## config.mk

```make
export PLATFORM = sky130hd
export DESIGN_NAME = aoc_run_ctrl_flat
export DESIGN_NICKNAME = d
export VERILOG_FILES = /design/src/rtl/aoc_pkg.sv /design/src/rtl/aoc_run_ctrl_if.sv /design/src/rtl/aoc_sat_counter.sv /design/src/rtl/aoc_run_ctrl.sv /design/src/flat_wrapper.sv
export SDC_FILE = /design/constraint.sdc
export NUM_CORES = 1
export LEC_CHECK = 0
export ABC_AREA = 1
export ABC_CLOCK_PERIOD_IN_PS = 3350
export BUFFER_PORTS_ARGS = -buffer_cell sky130_fd_sc_hd__buf_2
export CELL_PAD_IN_SITES_DETAIL_PLACEMENT = 1
export CELL_PAD_IN_SITES_GLOBAL_PLACEMENT = 1
export CORE_AREA = 2 2 143 145
export CTS_CLUSTER_DIAMETER = 50
export DETAILED_ROUTE_END_ITERATION = 10
export DIE_AREA = 0 0 145 147
export PLACE_DENSITY_LB_ADDON = 0.1
export SYNTH_ARGS = -nofsm -noshare
export SYNTH_HDL_FRONTEND = slang
export SYNTH_SLANG_ARGS = --single-unit
```

## constraint.sdc

```tcl
create_clock -name clk -period 3.35 [get_ports clk]
set_clock_uncertainty 0.05 [all_clocks]
set_input_delay 0.335 -clock clk [delete_from_list [all_inputs] [get_ports clk]]
set_output_delay 0.335 -clock clk [all_outputs]
set_load 0.005 [all_outputs]
```

## src/rtl/aoc_pkg.sv

```systemverilog
// Shared types and constants for the AoC run controller and its helpers.
package aoc_pkg;

  localparam int unsigned DATA_W = 8;
  localparam int unsigned CNT_W  = 32;

  typedef enum logic [2:0] {
    IDLE     = 3'd0,
    CLEAR    = 3'd1,
    STREAM   = 3'd2,
    FLUSH_NL = 3'd3,
    DRAIN    = 3'd4,
    DONE     = 3'd5
  } run_state_t;

  localparam logic [DATA_W-1:0] CHAR_NL = 8'h0A;
  localparam logic [DATA_W-1:0] CHAR_0  = 8'h30;
  localparam logic [DATA_W-1:0] CHAR_9  = 8'h39;

  function automatic logic is_nl(input logic [DATA_W-1:0] b);
    return b == CHAR_NL;
  endfunction

endpackage

```

## src/rtl/aoc_run_ctrl_if.sv

```systemverilog
// Byte-stream handshake: valid/ready with a last-byte qualifier.
interface aoc_run_ctrl_if;
  import aoc_pkg::*;

  logic              valid;
  logic [DATA_W-1:0] data;
  logic              last;
  logic              ready;

  modport master (output valid, output data, output last, input ready);
  modport slave  (input valid, input data, input last, output ready);

endinterface

```

## src/rtl/aoc_sat_counter.sv

```systemverilog
// Up-counter with synchronous clear that sticks at all-ones instead of wrapping.
module aoc_sat_counter #(
  parameter int unsigned W = 32
) (
  input  logic         clk,
  input  logic         rst_n,
  input  logic         clr,
  input  logic         inc,
  output logic [W-1:0] q
);

  always_ff @(posedge clk or negedge rst_n) begin
    if (!rst_n) begin
      q <= '0;
    end else if (clr) begin
      q <= '0;
    end else if (inc && (q != '1)) begin
      q <= q + W'(1);
    end
  end

endmodule

```

## src/rtl/aoc_run_ctrl.sv

```systemverilog
// Run controller: soft-resets the solver, streams one file into it, closes the
// file with a newline if needed, then waits a drain period and captures the result.
module aoc_run_ctrl
  import aoc_pkg::*;
#(
  parameter int unsigned RESULT_W     = 64,
  parameter int unsigned CLEAR_CYCLES = 2,
  parameter int unsigned DRAIN_CYCLES = 2
) (
  input  logic                clk,
  input  logic                rst_n,
  input  logic                start,
  aoc_run_ctrl_if.slave       src,
  aoc_run_ctrl_if.master      sol,
  output logic                sol_rst_n,
  input  logic [RESULT_W-1:0] sol_result,
  output logic                busy,
  output logic                done,
  output logic [RESULT_W-1:0] result,
  output logic [CNT_W-1:0]    byte_count,
  output logic [CNT_W-1:0]    line_count
);

  localparam int unsigned TMR_MAX = (CLEAR_CYCLES > DRAIN_CYCLES) ? CLEAR_CYCLES : DRAIN_CYCLES;
  localparam int unsigned TMR_W   = $clog2(TMR_MAX + 1);

  run_state_t       state;
  logic [TMR_W-1:0] timer;

  logic in_stream;
  logic in_flush;
  logic start_ok;
  logic xfer;

  assign in_stream = (state == STREAM);
  assign in_flush  = (state == FLUSH_NL);
  assign start_ok  = start && ((state == IDLE) || (state == DONE));

  // Solver sees the host directly while streaming, the injected newline while flushing.
  assign src.ready = in_stream && sol.ready;
  assign sol.valid = in_stream ? src.valid : in_flush;
  assign sol.data  = in_stream ? src.data : (in_flush ? CHAR_NL : '0);
  assign sol.last  = (in_stream && src.last) || in_flush;
  assign xfer      = sol.valid && sol.ready;

  always_ff @(posedge clk or negedge rst_n) begin
    if (!rst_n) begin
      state     <= IDLE;
      timer     <= '0;
      sol_rst_n <= 1'b0;
      busy      <= 1'b0;
      done      <= 1'b0;
      result    <= '0;
    end else begin
      case (state)
        IDLE, DONE: begin
          sol_rst_n <= 1'b1;
          if (start_ok) begin
            state     <= CLEAR;
            timer     <= TMR_W'(CLEAR_CYCLES - 1);
            sol_rst_n <= 1'b0;
            busy      <= 1'b1;
            done      <= 1'b0;
            result    <= '0;
          end
        end
        CLEAR: begin
          if (timer == '0) begin
            state     <= STREAM;
            sol_rst_n <= 1'b1;
          end else begin
            timer <= timer - TMR_W'(1);
          end
        end
        STREAM: begin
          if (xfer && src.last) begin
            state <= is_nl(src.data) ? DRAIN : FLUSH_NL;
            timer <= TMR_W'(DRAIN_CYCLES - 1);
          end
        end
        FLUSH_NL: begin
          if (xfer) begin
            state <= DRAIN;
            timer <= TMR_W'(DRAIN_CYCLES - 1);
          end
        end
        DRAIN: begin
          if (timer == '0) begin
            state  <= DONE;
            result <= sol_result;
            busy   <= 1'b0;
            done   <= 1'b1;
          end else begin
            timer <= timer - TMR_W'(1);
          end
        end
        default: begin
          state     <= IDLE;
          sol_rst_n <= 1'b1;
          busy      <= 1'b0;
          done      <= 1'b0;
        end
      endcase
    end
  end

  aoc_sat_counter #(.W(CNT_W)) u_byte_cnt (
    .clk   (clk),
    .rst_n (rst_n),
    .clr   (start_ok),
    .inc   (xfer),
    .q     (byte_count)
  );

  aoc_sat_counter #(.W(CNT_W)) u_line_cnt (
    .clk   (clk),
    .rst_n (rst_n),
    .clr   (start_ok),
    .inc   (xfer && is_nl(sol.data)),
    .q     (line_count)
  );

endmodule

```

## src/flat_wrapper.sv

```systemverilog
// flat-port wrapper written by rule: the top's interface ports become plain ports
module aoc_run_ctrl_flat import aoc_pkg::*;
#(
  parameter int unsigned RESULT_W     = 64,
  parameter int unsigned CLEAR_CYCLES = 2,
  parameter int unsigned DRAIN_CYCLES = 2
)
  (clk, rst_n, start, sol_rst_n, sol_result, busy, done, result, byte_count, line_count, src_valid, src_data, src_last, src_ready, sol_valid, sol_data, sol_last, sol_ready);
  aoc_run_ctrl_if src_i ();
  aoc_run_ctrl_if sol_i ();
  input  logic clk;
  input  logic rst_n;
  input  logic start;
  output logic sol_rst_n;
  input  logic [RESULT_W-1:0] sol_result;
  output logic busy;
  output logic done;
  output logic [RESULT_W-1:0] result;
  output logic [CNT_W-1:0] byte_count;
  output logic [CNT_W-1:0] line_count;
  input wire logic [$bits(src_i.valid)-1:0] src_valid;
  input wire logic [$bits(src_i.data)-1:0] src_data;
  input wire logic [$bits(src_i.last)-1:0] src_last;
  output wire logic [$bits(src_i.ready)-1:0] src_ready;
  output wire logic [$bits(sol_i.valid)-1:0] sol_valid;
  output wire logic [$bits(sol_i.data)-1:0] sol_data;
  output wire logic [$bits(sol_i.last)-1:0] sol_last;
  input wire logic [$bits(sol_i.ready)-1:0] sol_ready;
  assign src_i.valid = src_valid;
  assign src_i.data = src_data;
  assign src_i.last = src_last;
  assign src_ready = src_i.ready;
  assign sol_valid = sol_i.valid;
  assign sol_data = sol_i.data;
  assign sol_last = sol_i.last;
  assign sol_i.ready = sol_ready;
  aoc_run_ctrl #(.RESULT_W(RESULT_W), .CLEAR_CYCLES(CLEAR_CYCLES), .DRAIN_CYCLES(DRAIN_CYCLES)) u_core (.clk(clk), .rst_n(rst_n), .start(start), .src(src_i), .sol(sol_i), .sol_rst_n(sol_rst_n), .sol_result(sol_result), .busy(busy), .done(done), .result(result), .byte_count(byte_count), .line_count(line_count));
endmodule
```

---- Word level (Yosys, flattened, before mapping) ----
Index checks and enable logic that the tools add are counted.
cells by class
  div/mod/pow operators ................... 0
  reduce and logical (&&, ||, !) cells .... 25
  add/sub/neg operators ................... 3
  bitwise logic cells ..................... 2
  shift-type cells ........................ 0
  eq/ne operators ......................... 15
  muxes and demuxes ....................... 30
  $mul .................................... 0
  $lt $le $gt $ge ......................... 0
operators with widths
  operator               number
  $mux 32                4
  $mux 64                2
  $pmux 64 s2            1
  $add 32x1->32 const B  2
  $ne 32x32->1 const B   2
  $mux 3                 6
  $eq 8x4->1 const B     2
  $pmux 3 s5             1
  $reduce_and 5->1       2
  $pmux 1 s3             3
  $logic_and 1x1->1      8
  $mux 2                 4
  $mux 8                 1
  $pmux 2 s4             1
  $eq 3x2->1 const B     2
  $eq 3x3->1 const B     2
  $mux 1                 6
  $ne 2x1->1 const B     3
  $ne 2x2->1 const B     3
  $reduce_and 3->1       2
  $reduce_bool 2->1      3
  $reduce_or 3->1        2
  $mux 4                 1
  $reduce_bool 4->1      1
  other kinds (8)        11
storage, ports and cells
  register bits ........................... 136
  bits of input ports ..................... 78
  output and inout bits ................... 142
  ROM bits ................................ 0
  bits in latches ......................... 0
  memories kept ........................... 0
  logic and storage cells ................. 83
  memory bits (writable) .................. 0

---- Longest topological paths before layout ----
  depth after elaboration ................. 8
  depth in mapped cells ................... 13
  mapped depth without buffers ............ 11

---- Modules after synthesis ----
A second synthesis with hierarchy kept.
unflattened totals
  cell total of the unflattened synthesis .. 1075
  area total of the unflattened synthesis .. 7639.8 um2
modules (own cells, without submodules)
  module           seq. area each (um2)  area an instance (um2)  cells each  instances
  aoc_sat_counter  800.8                 2243.4                  345         2
  aoc_run_ctrl     1801.7                3153.0                  385         1

---- Worst setup path before layout ----
Ideal clock, no wire load.
  kind .................................... reg2reg
  start ................................... reg u_core.u_byte_cnt.q[0]
  end ..................................... reg u_core.u_byte_cnt.q[2]
  data arrival time ....................... 1740 ps
  data required time ...................... 3235 ps
  path buffers ............................ 2
  path slack .............................. 1495 ps
  setup time .............................. 65 ps
  stages on the path, launching flop included .. 14
  clock period less this slack ............ 1855 ps
  cell sequence ........................... dfrtp_1 > ha_1 > inv_2 > nor2_4 > nand2_4 > nor2_8 > nand2_4 > nand2_4 > nand2_4 > clkinv_2 > buf_6 > buf_12 > nand2_1 > nand2_1
on the way
  cells in the longest elaborated chain, start to end .. 3
  elaborated cells on any way between the ends .. 6
  those cells by class .................... add/sub (1); eq/ne (1); mux (2); reduce/logical (2)
ends and longest elaborated chain
  what                                           line                                          RTL
  from (decl)                                    aoc_sat_counter.sv:9                          output logic [W-1:0] q
  from (signal assigned)                         aoc_sat_counter.sv:18                         q <= q + W'(1);
  $add 32x1->32 or $ne 32x32->1 (tied branches)  aoc_sat_counter.sv:18, aoc_sat_counter.sv:17
  $mux 32 or $logic_and 1x1->1 (tied branches)   aoc_sat_counter.sv:17                         end else if (inc && (q != '1)) begin
  $mux 32 or $reduce_bool 2->1 (tied branches)   --
Several ways; a longest one is shown, not always the timed one. The select of a mux whose other input is x is not followed.
A chain may end at the register's enable or synchronous reset.

---- Worst setup path after layout ----
  start ................................... reg u_core.u_line_cnt.q[0]
  end ..................................... reg u_core.u_line_cnt.q[26]
on the way
  cells in the longest elaborated chain, start to end .. 3
  elaborated cells on any way between the ends .. 6
  those cells by class .................... add/sub (1); eq/ne (1); mux (2); reduce/logical (2)
ends and longest elaborated chain
  what                                           line
  from (decl)                                    aoc_sat_counter.sv:9
  from (signal assigned)                         aoc_sat_counter.sv:18
  $add 32x1->32 or $ne 32x32->1 (tied branches)  aoc_sat_counter.sv:18, aoc_sat_counter.sv:17
  $mux 32 or $logic_and 1x1->1 (tied branches)   aoc_sat_counter.sv:17
  $mux 32 or $reduce_bool 2->1 (tied branches)   --
Several ways; a longest one is shown, not always the timed one. The select of a mux whose other input is x is not followed.

==> impl_metrics.ini <==
[yosys]
netlist_top_cells_area = dfrtp_1 (44%), nand2_1 (20%), nand3_1 (8.8%), nor2_1 (6.0%), inv_1 (3.9%)
netlist_instances = 1106
syn_nets = 1187
syn-mean-instance-area_um2 = 7.03
synth.distinct_cells = 35
ys_warn_count = 0
synth_top_area_share_pct = 43.8
ys.flop_type = dfrtp_1
netlist_area_um2 = 7770
synth_edf_count = 0
synth-async-reset-ratio_pct = 100
synth_seq_area_share_pct = 43.8
synth_top_area_cell = dfrtp_1
synth-seq-cells = 136

[sta]
fin_crit_sh_pct = 68.3
tightest_slew_ns = 0.698
grt_setup_unrepaired = no
timing.fmax_mhz = 437
setup_viol = 0
slew_headroom_pct = 53.5
final.min_clock_period_ns = 2.29
slew_violations = 0
hold_viol_final = 0
finalSetupTns_ns = 0

[clock_tree]
cts_buffer_depth = 2
cts_resized = 0
cts_setup_buffers = 0
cts_sinks = 136
root_buffer = clkbuf_16
tritoncts = done
htree_levels = 4
clkTransAtPathRegs_ns = 0.06
clock_latency_ns = 0.42
cts-buffers-inserted = 17

[global_route]
gr-total-overflow = 0
grt_pass1_vias = 8381
antenna_found_initial = 4
grt_pass1_wl_um = 43500
gr-usage-all-layers_pct = 25.1
grt_max_degree = 68

[placed_design]
hpwl_um = 18700
gp_congestion = 0.803
dp.cells = 1560
io_buffer_count = 219

[floorplan]
core_um2 = 19800
die_h_um = 147
rows = 52
fp.dieW_um = 145
start_util_pct = 39.2
io_pins = 220
dieArea_um2 = 21300

[worst_setup_path]
endpoint_kind = flip-flop
required_ns = 3.65
critPathKind = reg -> reg
crit_fanout = 32
worstPathArrival_ns = 2.59
r2r_setup_slack_ns = 1.06
crit_path_start_kind = flip-flop

[cells_and_area]
drive_above_1_share_pct = 22.4
fin_nets = 1391
fin_cells = 1593
syn2layout_area_growth_pct = 24.6

[detailed_routing]
num_vias = 7944
drc = 0
drt-total-wl_um = 26400
dr.pass1.iters = 6
via_per_inst = 4.99
drtIter0Drc = 303
wl_per_cell_um = 16.6
ant_nets = 0

[power_and_ir_drop]
p_leak_nw = 5.56
worst_ir_drop_vdd_v = 0.000490
powerDensity_nw_per_um2 = 630

[run]
cap_violations = 0

[min_path]
holdCritPathClass = in -> reg

[outcome]
status = finished, final reports clean
[power by group]
part           leakage [nW]  internal [mW]  switching [mW]
clock network         0.281           1.13           0.783
registers              1.88           1.91           0.231
logic                  3.40          0.608            1.44
[critical path: stages, from the launching register on]
cell	delay, ns
dfrtp_1	0.41
ha_1	0.20
nand2_1	0.07
nor2_1	0.31
nand2_1	0.18
nor2_1	0.19
nand2_1	0.11
nand3_2	0.10
buf_4	0.36
nand3_1	0.11
nand2_1	0.11
[kinds of logic (layout without fill, tap and decap cells)]
logic type	after synthesis	in the layout	share of synthesized area, %
compound gates	82	82	5.49
xor+xnor	28	28	3.15
fa+ha+maj	3	3	0.483
buf+inv	135	351	7.45
flops	136	136	43.8
other cells	0	1	0
simple gates	722	722	39.6
[per-stage QoR]
stage / power, mW / hold WS (ns) / setup slack [ns] / utilization, % / cell area, µm²
4_1_cts: 6.18 / 0.0680 / 1.06 / 48.8 / 9680
6_report: 6.10 / 0.0855 / 1.06 / 48.8 / 9690
3_3_place_gp: 4.19 / 0.224 / 1.17 / 45.8 / 9090
3_5_place_dp: 4.23 / 0.226 / 1.10 / 45.8 / 9090
2_1_floorplan: 3.43 / -0.0106 / 1.49 / - / 7770
5_1_grt: 6.49 / 0.0850 / 0.804 / 48.8 / 9690
[cell type report]
type | instances | area, µm²
repair buffers | 230 | 1210
inverters | 90 | 339
diodes | 1 | 2.50
flip-flops and latches | 136 | 3400
clock buffers | 19 | 443
fillers | 2622 | 10200
well taps | 270 | 338
multi-input cells | 835 | 3810
clock inverters | 12 | 141
[Yosys cell counts (5+ instances only)]
master	count
nand2_1	411
nand3_1	137
dfrtp_1	136
nor2_1	125
inv_1	81
o21ai_0	56
buf_2	26
xor2_1	22
nand4_1	18
o21ai_1	14
clkbuf_1	10
a21oi_1	9
inv_2	8
nand2_2	8
xnor2_1	6
nand2_4	5
[routing by layer]
metal	wire [µm]	global-route usage (%)
met4	306	6.39
met2	12700	43.4
met1	11500	30.9
met3	1800	7.42
met5	30	0
[registers in the layout (all words and copies together) (netlist names)]
register,flops
u_core.result,64
u_core.timer,2
u_core.busy,1
u_core.u_byte_cnt.q,32
u_core.state,3
u_core.done,1
u_core.u_line_cnt.q,32
u_core.sol_rst_n,1
[timing repair]
action / CTS / global route
hold buffers: 1 / 0
endpoints found under the hold margin: 37 / 0
endpoints found under the setup margin: 0 / 0
[worst paths after layout]
check | startpoint | endpoint | cells after the start
max in group asynchronous | rst_n | u_core.result[40] | 3
worst min-delay path | sol_result[1] | u_core.result[1] | 3
worst max register to register | u_core.u_line_cnt.q[0] | u_core.u_line_cnt.q[26] | 10
min in group asynchronous | rst_n | u_core.u_byte_cnt.q[19] | 2
worst min register to register | u_core.timer[1] | u_core.timer[1] | 2
worst max-delay path | u_core.u_line_cnt.q[0] | u_core.u_line_cnt.q[26] | 10
[cell usage in the layout (no fill, tap or decap), types with 3 or more instances in the layout]
master	n
nand2_1	411
inv_2	8
o21ai_1	14
xor2_1	22
o21ai_0	56
nor2_1	124
inv_6	5
nand2_4	5
nand2_2	8
ha_1	3
or2_2	3
nor2_4	4
clkbuf_16	17
nand3b_1	3
xnor2_1	6
dfrtp_1	136
a21oi_1	8
buf_4	8
buf_2	218
nand4_1	18
nand3_1	137
inv_1	81
Note: power is estimated with default switching activity, not from simulation.
